--- src/rtl/bram_arb_pkg.sv ---
// Shared helpers for the BRAM arbiter: address width, one-hot decode and the
// rotate/priority functions used by the round-robin arbiters (up to 8 requesters).
package bram_arb_pkg;

    localparam int MAXREQ   = 8;
    localparam int IDXW     = 3;
    localparam int IDXW1    = IDXW + 1;
    localparam int DEF_SIZE = 256;
    localparam int AW       = $clog2(DEF_SIZE);

    function automatic int addr_width(input int size);
        return (size > 1) ? $clog2(size) : 1;
    endfunction

    function automatic logic [IDXW-1:0] onehot_to_idx(input logic [MAXREQ-1:0] oh);
        logic [IDXW-1:0] idx;
        idx = '0;
        for (int i = 0; i < MAXREQ; i++) begin
            if (oh[i]) idx = idx | IDXW'(i);
        end
        return idx;
    endfunction

    // Bit i of the result is bit (i + amt) mod n of v; bits at or above n read as 0.
    function automatic logic [MAXREQ-1:0] rotate_right(input logic [MAXREQ-1:0] v,
                                                       input logic [IDXW-1:0]   amt,
                                                       input logic [IDXW:0]     n);
        logic [MAXREQ-1:0] r;
        logic [IDXW:0]     k;
        r = '0;
        for (int i = 0; i < MAXREQ; i++) begin
            k = IDXW1'(i) + {1'b0, amt};
            if (k >= n) k = k - n;
            if (IDXW1'(i) < n) r[i] = v[k[IDXW-1:0]];
        end
        return r;
    endfunction

    function automatic logic [IDXW-1:0] first_set(input logic [MAXREQ-1:0] v);
        logic [IDXW-1:0] idx;
        idx = '0;
        for (int i = MAXREQ - 1; i >= 0; i--) begin
            if (v[i]) idx = IDXW'(i);
        end
        return idx;
    endfunction

endpackage

--- src/rtl/rr_arbiter.sv ---
// Round-robin arbiter: grants the first requester at or after the pointer and
// advances the pointer past the grantee; the pointer holds when nobody requests.
module rr_arbiter
    import bram_arb_pkg::*;
#(
    parameter int N = 2
) (
    input  logic         clk,
    input  logic         rstn,
    input  logic [N-1:0] req,
    output logic [N-1:0] gnt,
    output logic         gnt_valid
);

    localparam logic [IDXW:0] NW = IDXW1'(N);

    logic [IDXW-1:0]   ptr;
    logic [IDXW-1:0]   ptr_next;
    logic [IDXW-1:0]   off;
    logic [IDXW-1:0]   idx;
    logic [IDXW:0]     sum;
    logic [MAXREQ-1:0] req_ext;
    logic [MAXREQ-1:0] rot;
    logic [MAXREQ-1:0] gnt_ext;

    // Rotate so the pointer sits at bit 0, pick the lowest set bit, then map back.
    always_comb begin
        req_ext        = '0;
        req_ext[N-1:0] = req;
        rot            = rotate_right(req_ext, ptr, NW);
        off            = first_set(rot);
        sum            = {1'b0, ptr} + {1'b0, off};
        if (sum >= NW) sum = sum - NW;
        gnt_valid      = |req;
        gnt_ext        = '0;
        if (gnt_valid) gnt_ext[sum[IDXW-1:0]] = 1'b1;
        gnt            = gnt_ext[N-1:0];
        idx            = onehot_to_idx(gnt_ext);
        ptr_next       = ptr;
        if (gnt_valid) ptr_next = (idx == IDXW'(N - 1)) ? '0 : idx + 1'b1;
    end

    always_ff @(posedge clk or negedge rstn) begin
        if (!rstn) ptr <= '0;
        else       ptr <= ptr_next;
    end

endmodule

--- src/rtl/bram_arbiter.sv ---
// Shares one dual-port BRAM between NREQ requesters: writes arbitrate for port A,
// reads for port B, and a same-cycle same-address collision bypasses the write data.
module bram_arbiter
    import bram_arb_pkg::*;
#(
    parameter  int WID  = 32,
    parameter  int SIZE = 256,
    parameter  int NREQ = 2,
    localparam int AW   = addr_width(SIZE)
) (
    input  logic                     clk,
    input  logic                     rstn,
    input  logic [NREQ-1:0]          req_valid,
    input  logic [NREQ-1:0]          req_we,
    input  logic [NREQ-1:0][AW-1:0]  req_addr,
    input  logic [NREQ-1:0][WID-1:0] req_wdata,
    output logic [NREQ-1:0]          req_ready,
    output logic [NREQ-1:0]          resp_valid,
    output logic [WID-1:0]           resp_data,
    output logic                     ena,
    output logic                     enb,
    output logic                     wea,
    output logic [AW-1:0]            addra,
    output logic [AW-1:0]            addrb,
    output logic [WID-1:0]           dina,
    input  logic [WID-1:0]           doutb
);

    logic [NREQ-1:0] wcand;
    logic [NREQ-1:0] rcand;
    logic [NREQ-1:0] wgnt;
    logic [NREQ-1:0] rgnt;
    logic            wvalid;
    logic            rvalid;
    logic            collide;
    logic            bypass;
    logic [WID-1:0]  byp_data;

    // Candidates are masked during reset so nothing is granted or driven to the BRAM.
    assign wcand = rstn ? (req_valid & req_we)  : '0;
    assign rcand = rstn ? (req_valid & ~req_we) : '0;

    rr_arbiter #(.N(NREQ)) u_warb (
        .clk       (clk),
        .rstn      (rstn),
        .req       (wcand),
        .gnt       (wgnt),
        .gnt_valid (wvalid)
    );

    rr_arbiter #(.N(NREQ)) u_rarb (
        .clk       (clk),
        .rstn      (rstn),
        .req       (rcand),
        .gnt       (rgnt),
        .gnt_valid (rvalid)
    );

    always_comb begin
        ena   = wvalid;
        wea   = wvalid;
        enb   = rvalid;
        addra = '0;
        addrb = '0;
        dina  = '0;
        for (int i = 0; i < NREQ; i++) begin
            if (wgnt[i]) begin
                addra = req_addr[i];
                dina  = req_wdata[i];
            end
            if (rgnt[i]) addrb = req_addr[i];
        end
    end

    assign req_ready = wgnt | rgnt;
    assign collide   = wvalid & rvalid & (addra == addrb);

    // The BRAM reads old data on a collision, so the write value is held for the response.
    always_ff @(posedge clk or negedge rstn) begin
        if (!rstn) begin
            resp_valid <= '0;
            bypass     <= 1'b0;
            byp_data   <= '0;
        end else begin
            resp_valid <= rgnt;
            bypass     <= collide;
            if (collide) byp_data <= dina;
        end
    end

    assign resp_data = (|resp_valid) ? (bypass ? byp_data : doutb) : '0;

endmodule

--- config.mk ---
export PLATFORM = sky130hd
export DESIGN_NAME = bram_arbiter
export DESIGN_NICKNAME = d
export VERILOG_FILES = /design/src/rtl/bram_arb_pkg.sv /design/src/rtl/rr_arbiter.sv /design/src/rtl/bram_arbiter.sv
export SDC_FILE = /design/constraint.sdc
export NUM_CORES = 1
export LEC_CHECK = 0
export CAP_MARGIN = 0
export CORE_MARGIN = 2
export CORE_UTILIZATION = 36
export CTS_CLUSTER_DIAMETER = 30
export CTS_CLUSTER_SIZE = 12
export DETAILED_ROUTE_END_ITERATION = 6
export PLACE_DENSITY = 0.9
export SYNTH_ARGS = -nofsm -noshare
export SYNTH_HDL_FRONTEND = slang
export SYNTH_SLANG_ARGS = --single-unit
--- constraint.sdc ---
create_clock -name clk -period 3.8 [get_ports clk]
set_input_delay 0.57 -clock clk [delete_from_list [all_inputs] [get_ports clk]]
set_output_delay 0.57 -clock clk [all_outputs]
set_load 0.005 [all_outputs]
==> flow_summary_export.csv, run 1 <==
group,metric,value,unit
run_status,status,"finished with violations",
run_status,violations,"negative setup slack",
floorplanning,fp.dieArea,11070,µm²
timing,max_slew_margin,37.14,%
critical_path,reg2reg_setup_slack,-0.48,ns
synthesis,synth_edf_count,0,
placement,detailed_place_hpwl,10880,µm
critical_path,crit_path_end_kind,"flop",
routing,dr.pass1.iters,6,
grt,grtUsageMet2,49.45,%
layout,fin_cells,823,
synthesis,synthArstFlopShare,100.0,%
critical_path,r2r_end,"byp_data[25]",
layout,seq_area,1030,µm²
critical_path,r2r_start,"u_warb.ptr[0]",
layout,final_common_cell,"clkdlybuf4s50_1",
timing,post-route-min-period,4.284,ns
layout,drive_above_1_share,38.12,%
floorplanning,num_rows,36,
min_path,hold_class,"primary input to async pin",
critical_path,path_buf_inv,3,
power,peakVddDrop,0.1811,mV
timing,timing.fmax,0.2335,GHz
routing,vias,4431,
timing,holdWs,0.5109,ns
run,cap_violations,0,
timing,clock-skew-final,0.006657,ns
routing,viasPerCell,5.384,
synthesis,synth_compound_area_share,17.00,%
floorplanning,die_w,105.2,µm
clock_network,cts-htree-levels,2,
clock_network,clk_latency,0.29,ns
critical_path,cp_max_fo,17,
synthesis,synthFlopType,"dfrtp_1",
critical_path,crit_family,"simple AND/OR/NAND/NOR gates",
grt,grt_pass1_wl,23580,µm
clock_network,root_buffer,"clkbuf_8",
critical_path,worst_ep_required_time,3.97,ns
synthesis,syn-cell-area,3687,µm²
timing,worst_slack,-0.4836,ns
critical_path,critPathKind,"flop to flop",
synthesis,synthCells,377,
critical_path,slowest_stage,"or4_4",
power,cellPowerDensity,337.2,nW/µm²
layout,syn_to_final_growth,92.06,%
power,p_leak,3.349,nW
critical_path,cp-start-kind,"flop",
synthesis,yosys.area_share.adder,6.108,%
grt,antenna_found_initial,0,
synthesis,synth_seq_cells,41,
clock_network,cts_hold_buf,0,
synthesis,synthMuxAreaShare,25.76,%
clock_network,cts_tree,"built",
synthesis,syn_area_per_cell,9.781,µm²
grt,grt_use_met1,29.31,%
routing,wl,16260,µm
synthesis,yosysSeqAreaShare,27.82,%
routing,drc,0,
layout,antenna_cells,0,
grt,grt_overflow_total,0,
critical_path,reg2reg_depth,18,
synthesis,synth.distinct_cells,48,
grt,grt_start_max_net_pins,49,
floorplanning,coreArea,9864,µm²
timing,rsz0062_at_grt,"yes",
synthesis,yosys.area_share.simple,15.27,%
timing,maxSlewViolCount,0,
grt,grtUsageMet3,5.115,%
critical_path,crit_arrival,4.45,ns
floorplanning,initial_core_util,37.38,%
grt,grt-busiest-layer,"met2",
routing,drtIter0Drc,274,
layout,nNetsFinal,825,
layout,fill_cells,675,
placement,placedCellCount,769,
placement,portBuffers,204,
floorplanning,die_y,105.2,µm
timing,report.final.setup_viol,72,
routing,drtAntennaViolNets,0,
clock_network,numCtsBuffers,5,
placement,place.gp.congestion,0.9098,
clock_network,cts.sinks,41,
layout,final_cell_mix,"clkdlybuf4s50_1, buf_4, nor2_1",
layout,multiInputGateArea,2753,µm²
clock_network,cts_buffer_depth,2,
synthesis,synth_warnings,0,
timing,worst_pin_slew,0.9430,ns
critical_path,slowest_delay,0.54,ns
routing,wl_per_cell,19.75,µm
timing,period_share,112.7,%
placement,pre_cts_ws,-0.6903,ns
synthesis,synth_top_family_by_area,"multiplexers",
clock_network,cts.clk_slew.worst_paths,0.08,ns
floorplanning,ios,205,
synthesis,synth_nets,513,
grt,grt_usage,26.53,%
timing,finalHoldViolCount,0,
critical_path,cp_cell_sequence,"inv_1 -> ha_2 -> nor2_1 -> nand2_1 -> a21oi_2 -> o21ai_1 -> nand3b_1 -> a221oi_2 -> ha_2 -> ha_4 -> nand3b_1 -> nand4_4 -> buf_6 -> or4_4 -> a2111oi_4 -> nand4_4 -> buf_12 -> mux2_4",
synthesis,synth_xor_xnor_area_share,2.918,%
grt,grt_pass1_vias,4631,
kinds of logic (layout without fill, tap and decap cells):
| family | Yosys count | in the layout |
|---|---|---|
| simple gates | 114 | 114 |
| mux | 80 | 80 |
| compound gates | 77 | 77 |
| flops | 41 | 41 |
| buf+inv | 39 | 352 |
| fa+ha+maj | 18 | 18 |
| xor+xnor | 8 | 8 |
power breakdown:
| group | internal (mW) | switching [mW] | total (mW) | leakage (nW) |
|---|---|---|---|---|
| clock network | 0.214 | 0.150 | 0.364 | 0.0585 |
| registers | 0.500 | 0.0497 | 0.549 | 0.553 |
| logic | 0.818 | 0.657 | 1.47 | 2.74 |
cells in the mapped netlist, drive strengths merged, types with 2 or more instances:
library cell  count  area [µm²]
a21o              2       15.01
and3              4       25.02
a22oi             3       22.52
mux2i            48       480.5
nand2            12       45.04
ha               18       225.2
dfrtp            41        1026
nand3             4       20.02
and2              2       12.51
clkbuf           15       56.30
buf              11       83.82
or4               4       33.78
nor2b             4       25.02
nand3b            5       37.54
or2               4       25.02
a22o             33       289.0
o21ai             8       40.04
o22ai             5       31.28
and3b             2       17.52
a31oi             4       25.02
or3               2       12.51
nor2             63       236.5
inv              12       45.04
o311ai            2       17.52
a32o              2       20.02
nor3              4       20.02
xnor2             3       63.81
nand4             2       33.78
a21oi             7       35.03
o211ai            4       30.03
a221oi            2       17.52
xor2              5       43.79
mux2             32       469.2
cell type report:
cell class                 count  area share, %
inverter                      13         0.6890
multi-input combinational    297          38.87
sequential                    41          14.54
tap                          133          2.350
clock inverter                 1         0.4240
clock buffer                   7          1.219
timing repair buffer         331          41.91
worst reg2reg max path, delay by kind of cell, from the launching register on:
family | cells | cell delay [ns]
AOI/OAI and AO/OA | 4 | 0.96
adders and majority gates | 3 | 0.60
buffers and inverters | 3 | 0.51
DFF | 1 | 0.39
muxes | 1 | 0.35
and+or+nand+nor | 7 | 1.34
through the flow:
stage	utilization, %	area, µm²	setup TNS (ns)	power (mW)
6_report	71.79	7082	-21.94	2.388
5_1_grt	71.79	7082	-31.45	2.511
4_1_cts	70.45	6949	-7.978	2.307
3_5_place_dp	65.31	6442	-40.46	1.826
3_3_place_gp	65.31	6442	-27.06	1.771
2_1_floorplan	-	3761	-3.288	1.166
routing by layer:
metal | wire length [µm] | share of wire (%) | vias up
met5 | 0 | 0 | -
met4 | 681 | 4.2 | 0
met3 | 1018 | 6.3 | 69
met2 | 8454 | 52 | 229
met1 | 6104 | 38 | 2129
li1 | - | - | 2004
repair_timing:
action                                  in CTS  in global routing
resized for setup                          200                 54
endpoints found under the setup margin      83                 78
pin swaps                                   44                 15
gates cloned                                 5                  2
buffers inserted                            35                  7
how the worst max path moves through the flow:
| stage | from | endpoint | slack (ns) | cells after the start |
|---|---|---|---|---|
| after floorplan | u_rarb.ptr[0] | byp_data[10] | -0.11 | 15 |
| after global placement | req_valid[0] | dina[13] | -0.46 | 14 |
| after detailed placement | req_valid[0] | dina[1] | -0.69 | 14 |
| after CTS | u_rarb.ptr[1] | byp_data[19] | -0.19 | 15 |
| after global routing | u_warb.ptr[1] | byp_data[25] | -0.61 | 17 |
| final | u_warb.ptr[0] | byp_data[25] | -0.48 | 18 |
registers in the layout (all words and copies together) (netlist names):
register	count
u_rarb.ptr	3
byp_data	32
resp_valid	2
u_warb.ptr	3
bypass	1
Note: power is estimated with default switching activity, not from simulation.
==> inputs of run 2 (changes only) <==
Settings changed: CTS_CLUSTER_SIZE 12 to 10.
==> results of run 2 <==
The final DEF is identical to that of run 1; final timing and power are the same.
==> inputs of run 3 (changes only) <==
Settings changed: REMOVE_ABC_BUFFERS set to 1, SKIP_LAST_GASP set to 1.
==> run 3 against run 2 <==
  * The run still ends with negative setup slack left
  * Clock power shrank 15%
  * Setup slack improved by 0.21 ns
  * Critical path type unchanged
  * Cell area increased by 4.7%
  * Power grew 2.4%
  * Sequential cell count is the same
==> flow_summary_export.csv, run 3 (synthesis results as in run 1) <==
group,metric,value,unit
timing,clock-skew-final,0.007075,ns
critical_path,crit_end,"byp_data[14]",
power,p_seq_share,22.6,%
power,p_sw,901.0,µW
run_status,status,"finished with violations",
power,p_clk_share,12.7,%
critical_path,slowest_stage,"or4_4",
routing,wl,16650,µm
layout,antenna_cells,0,
timing,finalHoldViolCount,0,
critical_path,cp_max_fo,28,
floorplanning,coreArea,9864,µm²
placement,pre_cts_ws,-0.6445,ns
layout,seq_area,1028,µm²
critical_path,crit_path_end_kind,"flop",
floorplanning,ios,205,
routing,drtAntennaViolNets,0,
clock_network,cts_hold_buf,0,
timing,post-route-min-period,4.071,ns
layout,fill_cells,643,
routing,highest_layer,"met4",
grt,grt_start_max_net_pins,33,
clock_network,clk_latency,0.29,ns
routing,dr.pass1.iters,5,
timing,holdWs,0.3016,ns
critical_path,crit_family,"simple AND/OR/NAND/NOR gates",
critical_path,reg2reg_depth,18,
layout,top_register,"byp_data",
routing,drtIter0Drc,237,
timing,timing.fmax,0.2456,GHz
routing,vias,4528,
critical_path,worst_ep_required_time,3.97,ns
clock_network,root_buffer,"clkbuf_8",
critical_path,path_buf_inv,3,
critical_path,slowest_delay,0.51,ns
clock_network,cts_buffer_depth,2,
run,cap_violations,0,
layout,syn_to_final_growth,101.1,%
timing,rsz0062_at_grt,"yes",
power,combPwrFrac,64.6,%
placement,placedCellCount,775,
timing,period_share,107.1,%
critical_path,critPathLaunch,"u_warb.ptr[1]",
grt,antenna_found_initial,0,
routing,wl_met1,6705,µm
layout,largest_reg_flops,32,
floorplanning,fp.dieArea,11070,µm²
layout,fin_cells,858,
layout,final_cell_mix,"clkdlybuf4s50_1, buf_4, nor2_1, mux2i_1, dfrtp_1",
layout,top_regs,"byp_data x32, u_rarb.ptr x3, u_warb.ptr x3",
critical_path,r2r_end,"byp_data[14]",
grt,grt_overflow_total,0,
routing,viasPerCell,5.277,
power,switching_share,36.86,%
floorplanning,num_rows,36,
power,cellPowerDensity,329.7,nW/µm²
min_path,hold_class,"primary input to async pin",
grt,grt_usage,28.44,%
layout,nNetsFinal,860,
layout,postLayoutCoreUtil,75.16,%
timing,worst_pin_slew,0.9845,ns
timing,max_slew_margin,34.37,%
critical_path,r2r_start,"u_warb.ptr[1]",
clock_network,cts_tree,"built",
critical_path,cp-start-kind,"flop",
power,p_int,1.544,mW
clock_network,numCtsBuffers,5,
power,power.total,2.445,mW
routing,wl_per_cell,19.40,µm
routing,met3_length,810,µm
floorplanning,die_w,105.2,µm
timing,worst_slack,-0.2715,ns
routing,drc,0,
power,peakVddDrop,0.1705,mV
grt,grt_pass1_vias,4879,
clock_network,cts.clk_slew.worst_paths,0.09,ns
floorplanning,die_y,105.2,µm
critical_path,crit_arrival,4.25,ns
floorplanning,initial_core_util,37.38,%
placement,portBuffers,204,
critical_path,cp_num_cells,18,
layout,final_common_cell,"clkdlybuf4s50_1",
placement,detailed_place_hpwl,10780,µm
grt,grt_pass1_wl,25090,µm
timing,maxSlewViolCount,0,
run_status,violations,"negative setup slack",
placement,place.gp.congestion,0.8626,
clock_network,cts-htree-levels,2,
layout,multiInputGateArea,2771,µm²
layout,drive_above_1_share,42.90,%
timing,report.final.setup_viol,64,
power,p_leak,3.524,nW
critical_path,critPathKind,"flop to flop",
critical_path,cp_cell_sequence,"buf_6 -> ha_4 -> nor2_1 -> nand2_1 -> a21oi_2 -> nor2_1 -> o211ai_1 -> a221oi_2 -> ha_2 -> ha_4 -> nand3b_1 -> nand4_2 -> buf_6 -> or4_4 -> a2111oi_4 -> nand4_4 -> buf_12 -> mux2_4",
routing,met2_length,8764,µm
critical_path,reg2reg_setup_slack,-0.27,ns
clock_network,cts.sinks,41,
==> run 3: worst min-delay path by stage <==
stage,startpoint,to
2_1_floorplan,rstn,byp_data[0]
3_3_place_gp,byp_data[3],byp_data[3]
3_5_place_dp,byp_data[29],byp_data[29]
4_1_cts,rstn,u_rarb.ptr[0]
5_1_grt,rstn,u_rarb.ptr[1]
6_report,rstn,u_rarb.ptr[0]
==> run 3: cell type report <==
class	instances	share of cell area (%)
clock buffers	6	1.114
flip-flops and latches	41	13.87
multi-input cells	297	37.38
well taps	133	2.244
inverters	13	0.6581
repair buffers	366	44.55
clock inverters	2	0.1856
==> run 3: repair_timing <==
| item | in CTS | in global routing |
|---|---|---|
| buffers inserted | 57 | 19 |
| pin swaps | 47 | 34 |
| hold endpoints to repair | 0 | 0 |
| cloned | 7 | 0 |
| resized for setup | 219 | 84 |
| setup endpoints to repair | 83 | 83 |
==> run 3: power by group through the flow <==
stage                     registers (mW)  logic [mW]  clock network [mW]
after CTS                          0.548        1.46               0.321
final                              0.553        1.58               0.311
after detailed placement           0.554        1.27                   0
after global routing               0.560        1.67               0.342
after global placement             0.548        1.22                   0
after floorplan                    0.560       0.556                   0
==> run 3: per-layer routing <==
metal | track usage, % | vias up
li1 | - | 2083
met1 | 33.65 | 2206
met2 | 52.67 | 197
met3 | 4.242 | 42
met4 | 8.095 | 0
met5 | 0 | -
==> run 3: per-stage QoR <==
stage / setup TNS, ns / area (µm²)
floorplan: -51.80 / 3547
global placement: -34.63 / 6450
detailed placement: -44.15 / 6450
CTS: -10.30 / 7237
global route: -23.09 / 7415
finish: -11.52 / 7415
